[src/rtl/uart_pkg.sv]
// -----------------------------------------------------------------------------
// uart_pkg
// Shared constants, state typedefs and the frame-length clamp used by the
// uart_baud_tx_rx transceiver.
//
// Optional build macro: UART_PARITY_EN adds a PARITY state to both FSMs.
// -----------------------------------------------------------------------------
package uart_pkg;

    // Oversample ticks per bit period and the tick at which the receiver
    // re-checks the start bit (middle of the bit).
    localparam int OVS        = 16;
    localparam int MID_SAMPLE = 8;

    // Legal range of data bits per frame; NBits outside it is clamped.
    localparam logic [3:0] NBITS_MIN = 4'd5;
    localparam logic [3:0] NBITS_MAX = 4'd8;

    typedef enum logic [2:0] {
        TX_IDLE,
        TX_START,
        TX_DATA,
`ifdef UART_PARITY_EN
        TX_PARITY,
`endif
        TX_STOP,
        TX_DONE
    } tx_state_t;

    typedef enum logic [2:0] {
        RX_IDLE,
        RX_START,
        RX_DATA,
`ifdef UART_PARITY_EN
        RX_PARITY,
`endif
        RX_STOP
    } rx_state_t;

    // Map any NBits value onto the supported 5..8 range.
    function automatic logic [3:0] clampBits(input logic [3:0] nbits);
        if (nbits < NBITS_MIN) begin
            return NBITS_MIN;
        end else if (nbits > NBITS_MAX) begin
            return NBITS_MAX;
        end else begin
            return nbits;
        end
    endfunction

endpackage

[src/rtl/uart_baud_tick.sv]
// -----------------------------------------------------------------------------
// uart_baud_tick
// Programmable oversample tick generator. A 16-bit counter runs every clock;
// when it reaches the divisor it emits a one-clock tick and reloads to 1, so
// the tick period equals the divisor in clock cycles (divisor 0/1: every clock).
//
// Ports:
//   clk_i       system clock
//   rst_ni      asynchronous active-low reset
//   baudRate_i  divisor, clock cycles per tick
//   tick_o      registered one-clock tick pulse
// -----------------------------------------------------------------------------
module uart_baud_tick (
    input  logic        clk_i,
    input  logic        rst_ni,
    input  logic [15:0] baudRate_i,
    output logic        tick_o
);

    logic [15:0] cnt_q;
    logic        tick_q;

    // The >= compare lets a lowered divisor take effect at the next compare
    // instead of waiting for the counter to wrap all the way round.
    always_ff @(posedge clk_i or negedge rst_ni) begin
        if (!rst_ni) begin
            cnt_q  <= 16'd0;
            tick_q <= 1'b0;
        end else if (cnt_q >= baudRate_i) begin
            cnt_q  <= 16'd1;
            tick_q <= 1'b1;
        end else begin
            cnt_q  <= cnt_q + 16'd1;
            tick_q <= 1'b0;
        end
    end

    assign tick_o = tick_q;

endmodule

[src/rtl/uart_baud_tx_rx.sv]
// -----------------------------------------------------------------------------
// uart_baud_tx_rx
// UART transceiver: 16x oversample tick generator, transmitter and receiver
// sharing one tick and one frame-length setting. Frame = start(0), NBits data
// bits LSB first, [even parity], stop(1).
//
// Ports:
//   Clk, Rst_n    clock, asynchronous active-low reset
//   BaudRate      clock cycles per oversample tick
//   TxEn, TxData  transmit enable and word (latched at frame start)
//   TxDone, Tx    end-of-stop-bit pulse, serial output (idle high)
//   RxEn, Rx      receive enable, serial input (idle high)
//   RxData        last received word, right-aligned
//   RxDone        one-clock pulse when a frame completes
//   RxParityErr   parity error of last frame (UART_PARITY_EN builds only)
//   NBits         data bits per frame, clamped to 5..8
//   Tick          oversample tick, for debug
//
// Optional build macro: UART_PARITY_EN (even parity bit after the data bits).
// -----------------------------------------------------------------------------
module uart_baud_tx_rx
    import uart_pkg::*;
#(
    parameter int DATA_W = 8,
    parameter int OVS    = uart_pkg::OVS
) (
    input  logic              Clk,
    input  logic              Rst_n,
    input  logic [15:0]       BaudRate,
    input  logic              TxEn,
    input  logic [DATA_W-1:0] TxData,
    output logic              TxDone,
    output logic              Tx,
    input  logic              RxEn,
    input  logic              Rx,
    output logic [DATA_W-1:0] RxData,
    output logic              RxDone,
`ifdef UART_PARITY_EN
    output logic              RxParityErr,
`endif
    input  logic [3:0]        NBits,
    output logic              Tick
);

    localparam int            TW        = $clog2(OVS);
    localparam logic [TW-1:0] TICK_LAST = TW'(OVS - 1);
    localparam logic [TW-1:0] MID_LAST  = TW'(MID_SAMPLE - 1);

    logic       tick;
    logic [3:0] nEff;

    uart_baud_tick uBaud (
        .clk_i      (Clk),
        .rst_ni     (Rst_n),
        .baudRate_i (BaudRate),
        .tick_o     (tick)
    );

    assign Tick = tick;
    assign nEff = clampBits(NBits);

    // ------------------------------------------------------------ transmitter
    tx_state_t         txState_q;
    logic [DATA_W-1:0] txShift_q;
    logic [TW-1:0]     txTick_q;
    logic [3:0]        txBit_q;
    logic              tx_q;
    logic              txDone_q;
`ifdef UART_PARITY_EN
    logic [DATA_W-1:0] txMask;
    logic              txPar_q;

    assign txMask = DATA_W'((32'd1 << nEff) - 32'd1);
`endif

    // Tx is registered and updated on the same edge as the state change, so
    // the line level always matches the state that is being entered.
    always_ff @(posedge Clk or negedge Rst_n) begin
        if (!Rst_n) begin
            txState_q <= TX_IDLE;
            txShift_q <= '0;
            txTick_q  <= '0;
            txBit_q   <= 4'd0;
            tx_q      <= 1'b1;
            txDone_q  <= 1'b0;
`ifdef UART_PARITY_EN
            txPar_q   <= 1'b0;
`endif
        end else begin
            txDone_q <= 1'b0;
            case (txState_q)
                TX_IDLE: begin
                    tx_q <= 1'b1;
                    if (tick && TxEn) begin
                        txShift_q <= TxData;
                        txTick_q  <= '0;
                        tx_q      <= 1'b0;
                        txState_q <= TX_START;
`ifdef UART_PARITY_EN
                        txPar_q   <= ^(TxData & txMask);
`endif
                    end
                end
                TX_START: begin
                    if (tick) begin
                        txTick_q <= (txTick_q == TICK_LAST) ? '0 : txTick_q + 1'b1;
                        if (txTick_q == TICK_LAST) begin
                            txBit_q   <= 4'd0;
                            tx_q      <= txShift_q[0];
                            txState_q <= TX_DATA;
                        end
                    end
                end
                TX_DATA: begin
                    if (tick) begin
                        txTick_q <= (txTick_q == TICK_LAST) ? '0 : txTick_q + 1'b1;
                        if (txTick_q == TICK_LAST) begin
                            txShift_q <= txShift_q >> 1;
                            // >= so a mid-frame NBits decrease cannot overrun
                            if (txBit_q >= nEff - 4'd1) begin
`ifdef UART_PARITY_EN
                                tx_q      <= txPar_q;
                                txState_q <= TX_PARITY;
`else
                                tx_q      <= 1'b1;
                                txState_q <= TX_STOP;
`endif
                            end else begin
                                txBit_q <= txBit_q + 4'd1;
                                tx_q    <= txShift_q[1];
                            end
                        end
                    end
                end
`ifdef UART_PARITY_EN
                TX_PARITY: begin
                    if (tick) begin
                        txTick_q <= (txTick_q == TICK_LAST) ? '0 : txTick_q + 1'b1;
                        if (txTick_q == TICK_LAST) begin
                            tx_q      <= 1'b1;
                            txState_q <= TX_STOP;
                        end
                    end
                end
`endif
                TX_STOP: begin
                    if (tick) begin
                        txTick_q <= (txTick_q == TICK_LAST) ? '0 : txTick_q + 1'b1;
                        if (txTick_q == TICK_LAST) begin
                            txDone_q  <= 1'b1;
                            txState_q <= TX_DONE;
                        end
                    end
                end
                TX_DONE: begin
                    txState_q <= TX_IDLE;
                end
                default: begin
                    tx_q      <= 1'b1;
                    txState_q <= TX_IDLE;
                end
            endcase
        end
    end

    assign Tx     = tx_q;
    assign TxDone = txDone_q;

    // --------------------------------------------------------------- receiver
    logic [1:0]        rxSync_q;
    logic              rxIn;
    rx_state_t         rxState_q;
    logic [DATA_W-1:0] rxShift_q;
    logic [DATA_W-1:0] rxShift_d;
    logic [TW-1:0]     rxTick_q;
    logic [3:0]        rxBit_q;
    logic [DATA_W-1:0] rxData_q;
    logic              rxDone_q;
`ifdef UART_PARITY_EN
    logic              rxPar_q;
    logic              rxParErr_q;
`endif

    // Two-flop synchronizer; resets high so a reset never looks like a start.
    always_ff @(posedge Clk or negedge Rst_n) begin
        if (!Rst_n) begin
            rxSync_q <= 2'b11;
        end else begin
            rxSync_q <= {rxSync_q[0], Rx};
        end
    end

    assign rxIn = rxSync_q[1];

    // New bits enter at the MSB; after NBits samples the word sits in the top
    // NBits positions and is right-aligned when RxData is loaded.
    always_comb begin
        rxShift_d = {rxIn, rxShift_q[DATA_W-1:1]};
    end

    // Receiver FSM. RxEn only gates leaving IDLE, so a frame in flight always
    // completes. The stop bit level is not checked.
    always_ff @(posedge Clk or negedge Rst_n) begin
        if (!Rst_n) begin
            rxState_q  <= RX_IDLE;
            rxShift_q  <= '0;
            rxTick_q   <= '0;
            rxBit_q    <= 4'd0;
            rxData_q   <= '0;
            rxDone_q   <= 1'b0;
`ifdef UART_PARITY_EN
            rxPar_q    <= 1'b0;
            rxParErr_q <= 1'b0;
`endif
        end else begin
            rxDone_q <= 1'b0;
            case (rxState_q)
                RX_IDLE: begin
                    if (tick && RxEn && !rxIn) begin
                        rxTick_q  <= '0;
                        rxState_q <= RX_START;
                    end
                end
                RX_START: begin
                    if (tick) begin
                        if (rxTick_q == MID_LAST) begin
                            rxTick_q <= '0;
                            if (!rxIn) begin
                                rxBit_q   <= 4'd0;
                                rxShift_q <= '0;
                                rxState_q <= RX_DATA;
                            end else begin
                                rxState_q <= RX_IDLE;
                            end
                        end else begin
                            rxTick_q <= rxTick_q + 1'b1;
                        end
                    end
                end
                RX_DATA: begin
                    if (tick) begin
                        rxTick_q <= (rxTick_q == TICK_LAST) ? '0 : rxTick_q + 1'b1;
                        if (rxTick_q == TICK_LAST) begin
                            rxShift_q <= rxShift_d;
                            if (rxBit_q >= nEff - 4'd1) begin
`ifdef UART_PARITY_EN
                                rxState_q <= RX_PARITY;
`else
                                rxState_q <= RX_STOP;
`endif
                            end else begin
                                rxBit_q <= rxBit_q + 4'd1;
                            end
                        end
                    end
                end
`ifdef UART_PARITY_EN
                RX_PARITY: begin
                    if (tick) begin
                        rxTick_q <= (rxTick_q == TICK_LAST) ? '0 : rxTick_q + 1'b1;
                        if (rxTick_q == TICK_LAST) begin
                            // unused shift positions are zero, so ^ covers data only
                            rxPar_q   <= (^rxShift_q) ^ rxIn;
                            rxState_q <= RX_STOP;
                        end
                    end
                end
`endif
                RX_STOP: begin
                    if (tick) begin
                        rxTick_q <= (rxTick_q == TICK_LAST) ? '0 : rxTick_q + 1'b1;
                        if (rxTick_q == TICK_LAST) begin
                            rxData_q   <= rxShift_q >> (DATA_W - int'(nEff));
                            rxDone_q   <= 1'b1;
`ifdef UART_PARITY_EN
                            rxParErr_q <= rxPar_q;
`endif
                            rxState_q  <= RX_IDLE;
                        end
                    end
                end
                default: begin
                    rxState_q <= RX_IDLE;
                end
            endcase
        end
    end

    assign RxData = rxData_q;
    assign RxDone = rxDone_q;
`ifdef UART_PARITY_EN
    assign RxParityErr = rxParErr_q;
`endif

endmodule

[config.mk]
export PLATFORM = sky130hd
export DESIGN_NAME = uart_baud_tx_rx
export DESIGN_NICKNAME = d
export VERILOG_FILES = /design/src/rtl/uart_pkg.sv /design/src/rtl/uart_baud_tick.sv /design/src/rtl/uart_baud_tx_rx.sv
export SDC_FILE = /design/constraint.sdc
export NUM_CORES = 1
export LEC_CHECK = 0
export CAP_MARGIN = 0
export CORE_AREA = 2 2 112 114
export DETAILED_ROUTE_END_ITERATION = 6
export DIE_AREA = 0 0 114 116
export PLACE_DENSITY = 0.61
export SLEW_MARGIN = 5
export SYNTH_ARGS = -nofsm -noshare
export SYNTH_HDL_FRONTEND = slang
export SYNTH_HIERARCHICAL = 1
export SYNTH_SLANG_ARGS = --single-unit
[constraint.sdc]
create_clock -name Clk -period 1.89 [get_ports Clk]
set_clock_uncertainty 0.05 [all_clocks]
set_input_delay 0.378 -clock Clk [delete_from_list [all_inputs] [get_ports Clk]]
set_output_delay 0.378 -clock Clk [all_outputs]
set_load 0.1 [all_outputs]
==> results.md <==
- Mapped Cells: 446
- Placer congestion estimate: 0.862
- Via density: 5.15
- Tcrit/Tclk final: 1.09
- Leading post-synthesis cells by cell area: dfrtp_1, ha_1, nand2_1
- Internal reg-to-reg setup slack: -0.16 ns
- Status: finished, violations left
- Final WL: 9560 um
- Place WS: -0.895 ns
- Commonest non-fill, non-tap cell in the layout: nand2_1
- EDFF count, synth: 0
- Die width: 114 um
- Most frequent cells in the layout: nand2_1, dfrtp_1, buf_4, o21ai_0, inv_1
- Crit. End Element: flip-flop
- Final setup violating endpoints: 24
- Clock sinks: 67
- Max Cap Viol: 0
- Full die area: 13200 um^2
- Register area share after synthesis: 0.411
- Top_reg_cell synth: dfrtp_1
- Residual DRC: 0
- Global-route wire length before repair: 16100 um
- Worst min path class: reg -> reg
- Iter 0 DRT Violations: 169
- Largest net degree at the start of global routing: 34
- Yosys top cell area share: 0.392
- Global route total overflow: 0
- Max Root-Sink Buffers: 2
- Final design utilization: 0.493
- WP data arrival: 2.21 ns
- Peak VDD IR: 386 uV
- CP max FO: 5
- Final WS setup: -0.165 ns
- Initial Utilization: 0.343
- H-tree levels: 3
- Post-synth ARST share: 1.00
- Area Growth Syn to Fin: 43.8%
- FP Rows: 40
- TritonRoute pass-1 iters: 4
- CTS tree: done
- Yosys top cell by area: dfrtp_1
- Flops & latches, synth: 67
- Max Slew Vio Count: 0
- Cell Pwr Density: 926 nW/um^2
- RSZ-0062 raised after global routing: yes
- Post-DP HPWL: 6830 um
- Gr usage total: 0.150
- Distinct cells, synth: 60
- Yosys warnings: 6
- Total CTS buffers: 9
- Setup_tns: -1.09 ns
- Initial antenna violation count: 0
- Fin crit period: 2.05 ns
- Number of global-route vias before repair: 3417
- Net count after synthesis: 507
- Max Freq: 487 MHz
- Filler cell count: 1101
- CP Class: reg -> reg
- Clock slew at reported path FFs: 0.06 ns
- Syn avg cell area: 9.16 um^2
- CTS root buf: clkbuf_16
- Core ar.: 11900 um^2
- Crit path required time: 2.04 ns
- Worst-margin pin slew: 0.493 ns
- Clock latency on the worst-skew pair: 0.33 ns
- Antenna violation net count after detailed routing: 0
- Startpoint types: flip-flop
- Wirelength per Cell: 13.9 um
- Hold_ws: 0.304 ns
- Slew headroom: 0.668
- Endpoints failing hold: 0
- Violated checks: negative setup slack
- Post-Syn Area: 4080 um^2
- I/O Pins: 45
- Port bufs: 44
- # nets final: 597
- LEAKAGE: 2.49 nW
- Layout cells sized above 1: 0.264
- DR vias: 3543
- Chip Height: 116 um
- Antenna cells: 0
[path summary, 6_finish.rpt]
path                                 from        endpoint  cells past startpoint
max in group asynchronous           Rst_n    uBaud/tick_o                      3
setup reg to reg           uBaud/cnt_q[0]  uBaud/cnt_q[0]                      6
min in group asynchronous           Rst_n       RxData[2]                      2
hold / removal                rxSync_q[0]     rxSync_q[1]                      0
hold reg to reg               rxSync_q[0]     rxSync_q[1]                      0
setup / recovery           uBaud/cnt_q[0]  uBaud/cnt_q[0]                      6
[cell families (layout without fill, tap and decap cells)]
kind of cell | Yosys count | count (layout) | synth area share
fa+ha+maj | 30 | 30 | 0.0907
simple gates | 177 | 177 | 0.231
mux | 6 | 6 | 0.0147
compound gates | 97 | 97 | 0.161
buf+inv | 51 | 146 | 0.0524
xor+xnor | 18 | 18 | 0.0386
flops | 67 | 67 | 0.411
[power breakdown]
part           internal, mW  total (mW)  switching, mW  leakage, nW
combinational         0.851        1.69          0.836         1.52
sequential             1.70        2.00          0.297        0.815
clock                  1.12        1.75          0.624        0.155
total                  3.68        5.44           1.76         2.49
[flip-flops by register name, summed over array words and instances, names as in the netlist, 2 cells and up]
signal	flops
txState_q	3
rxBit_q	4
rxSync_q	2
rxTick_q	4
RxData	8
rxState_q	2
txTick_q	4
txShift_q	8
txBit_q	4
rxShift_q	8
uBaud/cnt_q	16
[per-layer routing]
metal	up-vias	global-route usage	share of wire
li1	1785	-	-
met3	11	0.0282	0.028
met4	0	0.0545	0.016
met5	-	0	0
met1	1691	0.197	0.47
met2	56	0.249	0.49
[worst max-delay path, stage by stage (launching register included)]
cell and delay, ns:
dfrtp_1 0.39, inv_2 0.09, ha_4 0.20, nand2b_4 0.12
a2111o_1 0.42, a31o_4 0.26, or4_4 0.41
[Yosys cell counts, types with 6 or more instances]
master	count
nor3_1	11
nand3_1	19
a21oi_1	11
dfrtp_1	64
nand2_1	66
mux2i_1	6
nand4_1	11
nor2_1	24
nor4_1	8
ha_1	28
o21ai_0	38
and3_1	6
clkbuf_1	7
a31oi_1	14
nor4_2	10
buf_2	6
inv_1	33
xnor2_1	15
[metrics by stage]
stage	instance area, um^2	cells	power [mW]
after CTS	5560	683	5.29
after detailed placement	5170	665	3.48
final	5870	688	5.44
after global routing	5870	688	5.76
after global placement	5170	665	3.42
after floorplan	4170	446	2.93
[what timing repair did]
action | in CTS | in global routing
hold buffers | 1 | 0
resized for setup | 28 | 43
buffers inserted | 1 | 5
endpoints found under the hold margin | 15 | 0
pin swaps | 15 | 26
endpoints found under the setup margin | 33 | 30
[layout make-up]
cell class / count / area (um^2) / area share
Clock inverter: 4 / 47.5 / 0.00810
Inverter: 33 / 124 / 0.0211
Multi-Input combinational cell: 328 / 2540 / 0.433
Clock buffer: 12 / 267 / 0.0454
Tap cell: 147 / 184 / 0.0313
Sequential cell: 67 / 1680 / 0.287
Timing Repair Buffer: 97 / 1020 / 0.174
(Power assumes the default switching activity.)
